--- src/rtl/rbd_task_arb_if.sv ---
// Requester and engine signals of the rbd_task_arb round-robin task sequencer.
// master = arbiter side, slave = requesters plus task engine.
interface rbd_task_arb_if #(
    parameter int P_N_REQ      = 4,
    parameter int P_IDX_WIDTH  = 2,
    parameter int P_DATA_WIDTH = 32
);
    // Handshake: req_run[i] is a one-cycle request, accepted only while req_busy[i]=0;
    // req_data slice i must stay stable while req_busy[i]=1; req_done[i] (with req_err[i]
    // on timeout) closes it. Engine side: task_run launches, task_done completes,
    // task_abort cancels; task_done outside the waiting phase is ignored.
    logic [P_N_REQ-1:0]              req_run;
    logic [P_N_REQ*P_DATA_WIDTH-1:0] req_data;
    logic [P_N_REQ-1:0]              req_busy;
    logic [P_N_REQ-1:0]              req_done;
    logic [P_N_REQ-1:0]              req_err;
    logic                            task_run;
    logic [P_DATA_WIDTH-1:0]         task_data;
    logic [P_IDX_WIDTH-1:0]          task_idx;
    logic                            task_done;
    logic                            task_abort;
    logic [1:0]                      dbg_state;

    modport master (
        input  req_run, req_data, task_done,
        output req_busy, req_done, req_err, task_run, task_data, task_idx, task_abort,
        output dbg_state
    );

    modport slave (
        output req_run, req_data, task_done,
        input  req_busy, req_done, req_err, task_run, task_data, task_idx, task_abort,
        input  dbg_state
    );
endinterface

--- src/rtl/rbd_task_arb.sv ---
// Round-robin arbiter sharing one run/busy/done task engine between P_N_REQ requesters.
// Optional WAIT timeout with abort/error reporting: define RBD_TASK_ARB_TIMEOUT_EN.
module rbd_task_arb #(
    parameter int P_N_REQ      = 4,
    parameter int P_IDX_WIDTH  = 2,
    parameter int P_DATA_WIDTH = 32,
    parameter int P_TMO_CYCLES = 1024
) (
    input  logic          clk,
    input  logic          rst,
    rbd_task_arb_if.master bus
);

    typedef enum logic [1:0] {
        S_IDLE   = 2'd0,
        S_LAUNCH = 2'd1,
        S_WAIT   = 2'd2,
        S_FINISH = 2'd3
    } state_t;

    if (P_N_REQ < 2 || (1 << P_IDX_WIDTH) < P_N_REQ) begin : g_bad_idx_width
        $error("rbd_task_arb: P_IDX_WIDTH too small for P_N_REQ");
    end
    if (P_TMO_CYCLES < 2) begin : g_bad_tmo
        $error("rbd_task_arb: P_TMO_CYCLES must be at least 2");
    end

    state_t                  state_q, state_d;
    logic [P_N_REQ-1:0]      pending_q, pending_d;
    logic [P_N_REQ-1:0]      req_busy_q, req_busy_d;
    logic [P_N_REQ-1:0]      req_done_q, req_done_d;
    logic [P_N_REQ-1:0]      req_err_q, req_err_d;
    logic [P_IDX_WIDTH-1:0]  last_grant_q, last_grant_d;
    logic [P_IDX_WIDTH-1:0]  task_idx_q, task_idx_d;
    logic [P_DATA_WIDTH-1:0] task_data_q, task_data_d;
    logic                    task_run_q, task_run_d;
    logic                    task_abort_q, task_abort_d;

    logic [P_DATA_WIDTH-1:0] req_data_arr [P_N_REQ];
    logic                    found;
    logic [P_IDX_WIDTH-1:0]  cand;
    logic [P_IDX_WIDTH-1:0]  pick_idx;

`ifdef RBD_TASK_ARB_TIMEOUT_EN
    localparam int C_TMO_W = (P_TMO_CYCLES > 2) ? $clog2(P_TMO_CYCLES) : 1;
    localparam logic [C_TMO_W-1:0] C_TMO_LAST = C_TMO_W'(P_TMO_CYCLES - 1);
    logic [C_TMO_W-1:0] tmo_cnt_q, tmo_cnt_d;
`endif

    always_comb begin
        for (int i = 0; i < P_N_REQ; i++) begin
            req_data_arr[i] = bus.req_data[i*P_DATA_WIDTH +: P_DATA_WIDTH];
        end
    end

    // First pending requester strictly after last_grant, wrapping around.
    always_comb begin
        found    = 1'b0;
        cand     = '0;
        pick_idx = '0;
        for (int k = 1; k <= P_N_REQ; k++) begin
            cand = P_IDX_WIDTH'((int'(last_grant_q) + k) % P_N_REQ);
            if (!found && pending_q[cand]) begin
                found    = 1'b1;
                pick_idx = cand;
            end
        end
    end

    always_comb begin
        state_d      = state_q;
        pending_d    = pending_q | (bus.req_run & ~req_busy_q);
        last_grant_d = last_grant_q;
        task_idx_d   = task_idx_q;
        task_data_d  = task_data_q;
        task_run_d   = 1'b0;
        task_abort_d = 1'b0;
        req_done_d   = '0;
        req_err_d    = '0;
`ifdef RBD_TASK_ARB_TIMEOUT_EN
        tmo_cnt_d    = tmo_cnt_q;
`endif
        case (state_q)
            S_IDLE: begin
                if (found) begin
                    task_idx_d  = pick_idx;
                    task_data_d = req_data_arr[pick_idx];
                    task_run_d  = 1'b1;
                    state_d     = S_LAUNCH;
                end
            end
            S_LAUNCH: begin
                pending_d[task_idx_q] = 1'b0;
                state_d               = S_WAIT;
`ifdef RBD_TASK_ARB_TIMEOUT_EN
                tmo_cnt_d             = '0;
`endif
            end
            S_WAIT: begin
                if (bus.task_done) begin
                    req_done_d[task_idx_q] = 1'b1;
                    state_d                = S_FINISH;
                end
`ifdef RBD_TASK_ARB_TIMEOUT_EN
                else if (tmo_cnt_q == C_TMO_LAST) begin
                    req_done_d[task_idx_q] = 1'b1;
                    req_err_d[task_idx_q]  = 1'b1;
                    task_abort_d           = 1'b1;
                    state_d                = S_FINISH;
                end else begin
                    tmo_cnt_d = tmo_cnt_q + 1'b1;
                end
`endif
            end
            S_FINISH: begin
                last_grant_d = task_idx_q;
                task_data_d  = '0;
                state_d      = S_IDLE;
            end
            default: state_d = S_IDLE;
        endcase

        // Busy drops together with req_done: FINISH no longer counts as active.
        req_busy_d = pending_d;
        if (state_d == S_LAUNCH || state_d == S_WAIT) begin
            req_busy_d[task_idx_d] = 1'b1;
        end
    end

    always_ff @(posedge clk) begin
        if (rst) begin
            state_q      <= S_IDLE;
            pending_q    <= '0;
            req_busy_q   <= '0;
            req_done_q   <= '0;
            req_err_q    <= '0;
            last_grant_q <= P_IDX_WIDTH'(P_N_REQ - 1);
            task_idx_q   <= '0;
            task_data_q  <= '0;
            task_run_q   <= 1'b0;
            task_abort_q <= 1'b0;
`ifdef RBD_TASK_ARB_TIMEOUT_EN
            tmo_cnt_q    <= '0;
`endif
        end else begin
            state_q      <= state_d;
            pending_q    <= pending_d;
            req_busy_q   <= req_busy_d;
            req_done_q   <= req_done_d;
            req_err_q    <= req_err_d;
            last_grant_q <= last_grant_d;
            task_idx_q   <= task_idx_d;
            task_data_q  <= task_data_d;
            task_run_q   <= task_run_d;
            task_abort_q <= task_abort_d;
`ifdef RBD_TASK_ARB_TIMEOUT_EN
            tmo_cnt_q    <= tmo_cnt_d;
`endif
        end
    end

    assign bus.req_busy   = req_busy_q;
    assign bus.req_done   = req_done_q;
    assign bus.req_err    = req_err_q;
    assign bus.task_run   = task_run_q;
    assign bus.task_data  = task_data_q;
    assign bus.task_idx   = task_idx_q;
    assign bus.task_abort = task_abort_q;
    assign bus.dbg_state  = state_q;

endmodule
--- src/flat_wrapper.sv ---
// flat-port wrapper written by rule: the top's interface ports become plain ports
module rbd_task_arb_flat 
#(
    parameter int P_N_REQ      = 4,
    parameter int P_IDX_WIDTH  = 2,
    parameter int P_DATA_WIDTH = 32,
    parameter int P_TMO_CYCLES = 1024
)
  (clk, rst, bus_req_run, bus_req_data, bus_task_done, bus_req_busy, bus_req_done, bus_req_err, bus_task_run, bus_task_data, bus_task_idx, bus_task_abort, bus_dbg_state);
  rbd_task_arb_if #(.P_N_REQ(P_N_REQ), .P_IDX_WIDTH(P_IDX_WIDTH), .P_DATA_WIDTH(P_DATA_WIDTH)) bus_i ();
  input  logic clk;
  input  logic rst;
  input wire logic [$bits(bus_i.req_run)-1:0] bus_req_run;
  input wire logic [$bits(bus_i.req_data)-1:0] bus_req_data;
  input wire logic [$bits(bus_i.task_done)-1:0] bus_task_done;
  output wire logic [$bits(bus_i.req_busy)-1:0] bus_req_busy;
  output wire logic [$bits(bus_i.req_done)-1:0] bus_req_done;
  output wire logic [$bits(bus_i.req_err)-1:0] bus_req_err;
  output wire logic [$bits(bus_i.task_run)-1:0] bus_task_run;
  output wire logic [$bits(bus_i.task_data)-1:0] bus_task_data;
  output wire logic [$bits(bus_i.task_idx)-1:0] bus_task_idx;
  output wire logic [$bits(bus_i.task_abort)-1:0] bus_task_abort;
  output wire logic [$bits(bus_i.dbg_state)-1:0] bus_dbg_state;
  assign bus_i.req_run = bus_req_run;
  assign bus_i.req_data = bus_req_data;
  assign bus_i.task_done = bus_task_done;
  assign bus_req_busy = bus_i.req_busy;
  assign bus_req_done = bus_i.req_done;
  assign bus_req_err = bus_i.req_err;
  assign bus_task_run = bus_i.task_run;
  assign bus_task_data = bus_i.task_data;
  assign bus_task_idx = bus_i.task_idx;
  assign bus_task_abort = bus_i.task_abort;
  assign bus_dbg_state = bus_i.dbg_state;
  rbd_task_arb #(.P_N_REQ(P_N_REQ), .P_IDX_WIDTH(P_IDX_WIDTH), .P_DATA_WIDTH(P_DATA_WIDTH), .P_TMO_CYCLES(P_TMO_CYCLES)) u_core (.clk(clk), .rst(rst), .bus(bus_i));
endmodule
--- config.mk ---
export PLATFORM = sky130hd
export DESIGN_NAME = rbd_task_arb_flat
export DESIGN_NICKNAME = d
export VERILOG_FILES = /design/src/rtl/rbd_task_arb_if.sv /design/src/rtl/rbd_task_arb.sv /design/src/flat_wrapper.sv
export SDC_FILE = /design/constraint.sdc
export NUM_CORES = 1
export LEC_CHECK = 0
export ABC_AREA = 1
export CORE_MARGIN = 1.5
export CORE_UTILIZATION = 42
export DETAILED_ROUTE_END_ITERATION = 8
export PLACE_DENSITY = 0.9
export SLEW_MARGIN = 0
export SYNTH_ARGS = -nofsm -noshare
export SYNTH_HDL_FRONTEND = slang
export SYNTH_SLANG_ARGS = --single-unit
--- constraint.sdc ---
create_clock -name clk -period 2.1 [get_ports clk]
set_input_delay 0.42 -clock clk [delete_from_list [all_inputs] [get_ports clk]]
set_output_delay 0.42 -clock clk [all_outputs]
set_load 0.005 [all_outputs]
==> results_tabular.tex <==
\begin{tabular}{lr}
\hline
Metric & Value \\
\hline
\multicolumn{2}{l}{\textbf{Power}} \\
Leakage dissipation & 3.19 nW \\
Power Dens Cells & 1430 mW/mm2 \\
Design Power & 9.06 mW \\
Worst-case vdd ir drop & 0.864 mV \\
\multicolumn{2}{l}{\textbf{Timing}} \\
Smallest setup slack after layout & 0.0300 ns \\
Max-slew headroom & 57.8\% \\
Fin. max-slew vios & 0 \\
Minimum period implied by the final worst setup slack & 2.07 ns \\
Worst clock skew on the final layout & 0.0123 ns \\
Worst Max-Slew Pin Slew & 0.633 ns \\
Maximum clock frequency & 483 MHz \\
Crit share post-route & 98.6\% \\
Final setup violating endpoints & 0 \\
Final hold violations & 0 \\
\multicolumn{2}{l}{\textbf{Floorplan}} \\
Effective utilization at floorplan & 43.0\% \\
Placeable core region & 0.00915 mm2 \\
Die outline height & 99.8 um \\
Die area & 0.00996 mm2 \\
Width of the die & 99.8 um \\
Count of boundary I/O pins & 185 \\
Row count & 35 \\
\multicolumn{2}{l}{\textbf{Run status}} \\
Outcome & finished, final reports clean \\
\multicolumn{2}{l}{\textbf{GRT}} \\
Number of global-route vias before repair & 4,396 \\
Met3 usage & 5.01\% \\
Number of antenna violations at the first check in global routing & 0 \\
Routing layer with the top usage in global route & met2 \\
Global-route usage over all layers & 23.7\% \\
First-pass GRT wire length & 19,400 um \\
GR Layer Usage met1 & 26.9\% \\
Largest net degree at the start of global routing & 60 \\
Total gr overflow & 0 \\
Met2 Use GR & 43.5\% \\
\multicolumn{2}{l}{\textbf{Critical path}} \\
Startpoint class of the critical path & flop \\
Crit-path max FO & 11 \\
Arrival time at the worst endpoint & 2.24 ns \\
Worst path required time & 2.27 ns \\
Critical Path End Type & flop \\
Setup Crit Path Kind & flop to flop \\
\multicolumn{2}{l}{\textbf{Cells and area}} \\
Sequential cell area & 0.00103 mm2 \\
Number of antenna diodes & 0 \\
Area taken by multi-input logic gates & 0.00220 mm2 \\
Layout cells sized above 1 & 11.9\% \\
Post-synthesis to final-layout area growth & 60.6\% \\
Core occupancy in the finished layout & 69.1\% \\
\# fillers & 722 \\
Layout Nets & 998 \\
\multicolumn{2}{l}{\textbf{Clock tree}} \\
Deepest level of the CTS H-tree & 2 \\
Clock-pin slew on the worst setup and hold paths & 0.10 ns \\
Cell at the root of the clock tree & sky130\_fd\_sc\_hd\_\_clkbuf\_8 \\
Clk sinks & 51 \\
Later-pin clock latency in the skew report & 0.31 ns \\
Number of buffers on the longest clock path & 2 \\
CTS tree & done \\
Total CTS buffers & 5 \\
Cts hold-fix bufs & 0 \\
\multicolumn{2}{l}{\textbf{Drt}} \\
Violation count after the first detailed-route iteration & 161 \\
Average vias per placed instance & 4.91 \\
First-pass detailed-route iteration total & 4 \\
WL final & 13,000 um \\
Average wire per standard cell & 13.4 um \\
Number of vias in the routed layout & 4,765 \\
Number of DRC violations after detailed routing & 0 \\
Remaining antenna violation count after routing & 0 \\
\multicolumn{2}{l}{\textbf{Placed design}} \\
Final HPWL DP & 8800 um \\
Placer's final routability congestion estimate & 0.841 \\
Worst slack at placement & -0.0615 ns \\
Number of input and output port buffers inserted & 179 \\
\multicolumn{2}{l}{\textbf{Synthesis}} \\
Cell count after synthesis & 681 \\
Summed instance area of the synthesized netlist & 0.00394 mm2 \\
Count of state elements after synthesis & 51 \\
Portion of the post-synthesis area used by sequential elements & 25.9\% \\
Count of synthesis-stage warnings from yosys & 0 \\
Number of distinct standard cells referenced by the synthesized netlist & 24 \\
Mapped Avg Cell Area & 5.78 um2 \\
\multicolumn{2}{l}{\textbf{Worst hold path}} \\
Worst min-delay path class & flop to flop \\
\multicolumn{2}{l}{\textbf{Flow run}} \\
Max-cap violation count & 0 \\
\hline
\end{tabular}
[layout by cell type, fill, tap and decap left out, types with 2 or more instances in the layout]
master and n:
sky130_fd_sc_hd__nand2_1 188, sky130_fd_sc_hd__clkdlybuf4s50_1 178, sky130_fd_sc_hd__inv_1 146, sky130_fd_sc_hd__nand3_1 134
sky130_fd_sc_hd__dfxtp_1 49, sky130_fd_sc_hd__a21oi_2 19, sky130_fd_sc_hd__a21oi_1 18, sky130_fd_sc_hd__nor2_1 15
sky130_fd_sc_hd__nand2_2 14, sky130_fd_sc_hd__buf_4 14, sky130_fd_sc_hd__o21ai_0 12, sky130_fd_sc_hd__nand2_4 9
sky130_fd_sc_hd__buf_12 9, sky130_fd_sc_hd__ha_1 5, sky130_fd_sc_hd__conb_1 5, sky130_fd_sc_hd__clkbuf_8 5
sky130_fd_sc_hd__clkbuf_16 5, sky130_fd_sc_hd__nand3_2 4, sky130_fd_sc_hd__inv_2 3, sky130_fd_sc_hd__o21ai_1 3
sky130_fd_sc_hd__buf_6 3, sky130_fd_sc_hd__nor2_4 2, sky130_fd_sc_hd__nor2_2 2, sky130_fd_sc_hd__nand4_1 2
sky130_fd_sc_hd__o21bai_1 2, sky130_fd_sc_hd__bufinv_16 2, sky130_fd_sc_hd__dfxtp_4 2
[stage by stage]
step / TNS, ns / instance area, um2 / instances / hold slack (ns)
floorplan: 0 / 3950 / 685 / 0.461
global placement: 0 / 5820 / 945 / 0.452
detailed placement: -0.470 / 5820 / 945 / 0.454
CTS: 0 / 5960 / 953 / 0.469
global route: -0.795 / 6320 / 970 / 0.495
finish: 0 / 6320 / 970 / 0.468
[report_power, final]
group	leakage, nW	switching, mW	internal (mW)
combinational	2.70	3.75	3.07
sequential	0.419	0.179	1.24
clock	0.0644	0.341	0.475
total	3.19	4.28	4.78
[metal layers]
layer	vias up	wire length, um
met2	200	6480
met5	-	0
met1	2128	5120
li1	2407	-
met4	0	364
met3	30	994
[area by class of cell]
| class | count | area share [%] |
|---|---|---|
| well taps | 111 | 2.20 |
| inverters | 151 | 9.09 |
| multi-input cells | 438 | 34.8 |
| flip-flops and latches | 51 | 16.3 |
| clock buffers | 5 | 1.09 |
| repair buffers | 211 | 35.5 |
| clock inverters | 3 | 1.07 |
[critical path, stage by stage (launching register included)]
cell	delay, ns
sky130_fd_sc_hd__dfxtp_4	0.41
sky130_fd_sc_hd__inv_4	0.07
sky130_fd_sc_hd__nand2_2	0.08
sky130_fd_sc_hd__nand2_2	0.09
sky130_fd_sc_hd__nand2_2	0.09
sky130_fd_sc_hd__nand2_4	0.07
sky130_fd_sc_hd__nor2_4	0.17
sky130_fd_sc_hd__buf_4	0.14
sky130_fd_sc_hd__nand3_2	0.09
sky130_fd_sc_hd__nand2_1	0.12
sky130_fd_sc_hd__nor2_4	0.06
sky130_fd_sc_hd__buf_12	0.13
sky130_fd_sc_hd__clkbuf_16	0.16
sky130_fd_sc_hd__nand3_1	0.08
sky130_fd_sc_hd__nand2_1	0.05
sky130_fd_sc_hd__nand2_1	0.06
sky130_fd_sc_hd__a21oi_2	0.05
[cell usage after synthesis (all sizes together)]
cell | number | share of area, %
nand2 | 211 | 21
inv | 151 | 14
nand3 | 139 | 18
dfxtp | 51 | 26
buf | 40 | 6.7
a21oi | 37 | 6.4
nor2 | 19 | 2.2
o21ai | 16 | 2.0
clkbuf | 5 | 0.48
ha | 5 | 1.6
nand4 | 2 | 0.32
o21bai | 2 | 0.38
a21boi | 1 | 0.19
conb | 1 | 0.095
mux2i | 1 | 0.35
[cell families (layout without fill, tap and decap cells)]
logic type	count (synthesis)	count (layout)	share of synthesized area (%)
compound gates	56	56	9.03
fa+ha+maj	5	5	1.59
buf+inv	196	370	21.6
flops	51	51	25.9
mux	1	1	0.350
other cells	1	5	0.0953
simple gates	371	371	41.4
[sequential cells by signal (all words and copies together) (netlist names)]
signal,flops
u_core.bus.req_done,4
u_core.last_grant_q,2
u_core.bus.task_run,1
u_core.bus.req_busy,4
u_core.bus.task_data,32
u_core.pending_q,4
u_core.bus.dbg_state,2
u_core.bus.task_idx,2
[path summary, 6_finish.rpt]
path | startpoint | end | slack, ns | depth (start not counted)
setup reg to reg | u_core.last_grant_q[1] | u_core.bus.task_data[26] | 0.03 | 16
hold reg to reg | u_core.bus.task_data[30] | u_core.bus.task_data[30] | 0.47 | 2
setup / recovery | u_core.last_grant_q[1] | u_core.bus.task_data[26] | 0.03 | 16
hold / removal | u_core.bus.task_data[30] | u_core.bus.task_data[30] | 0.47 | 2
[what timing repair did]
| item | in CTS | in global routing |
|---|---|---|
| pin swaps | 0 | 12 |
| buffers inserted | 0 | 11 |
| gates cloned | 0 | 6 |
| setup endpoints to repair | 30 | 37 |
| resized for setup | 2 | 37 |
Power figures use the tool's default switching activity.
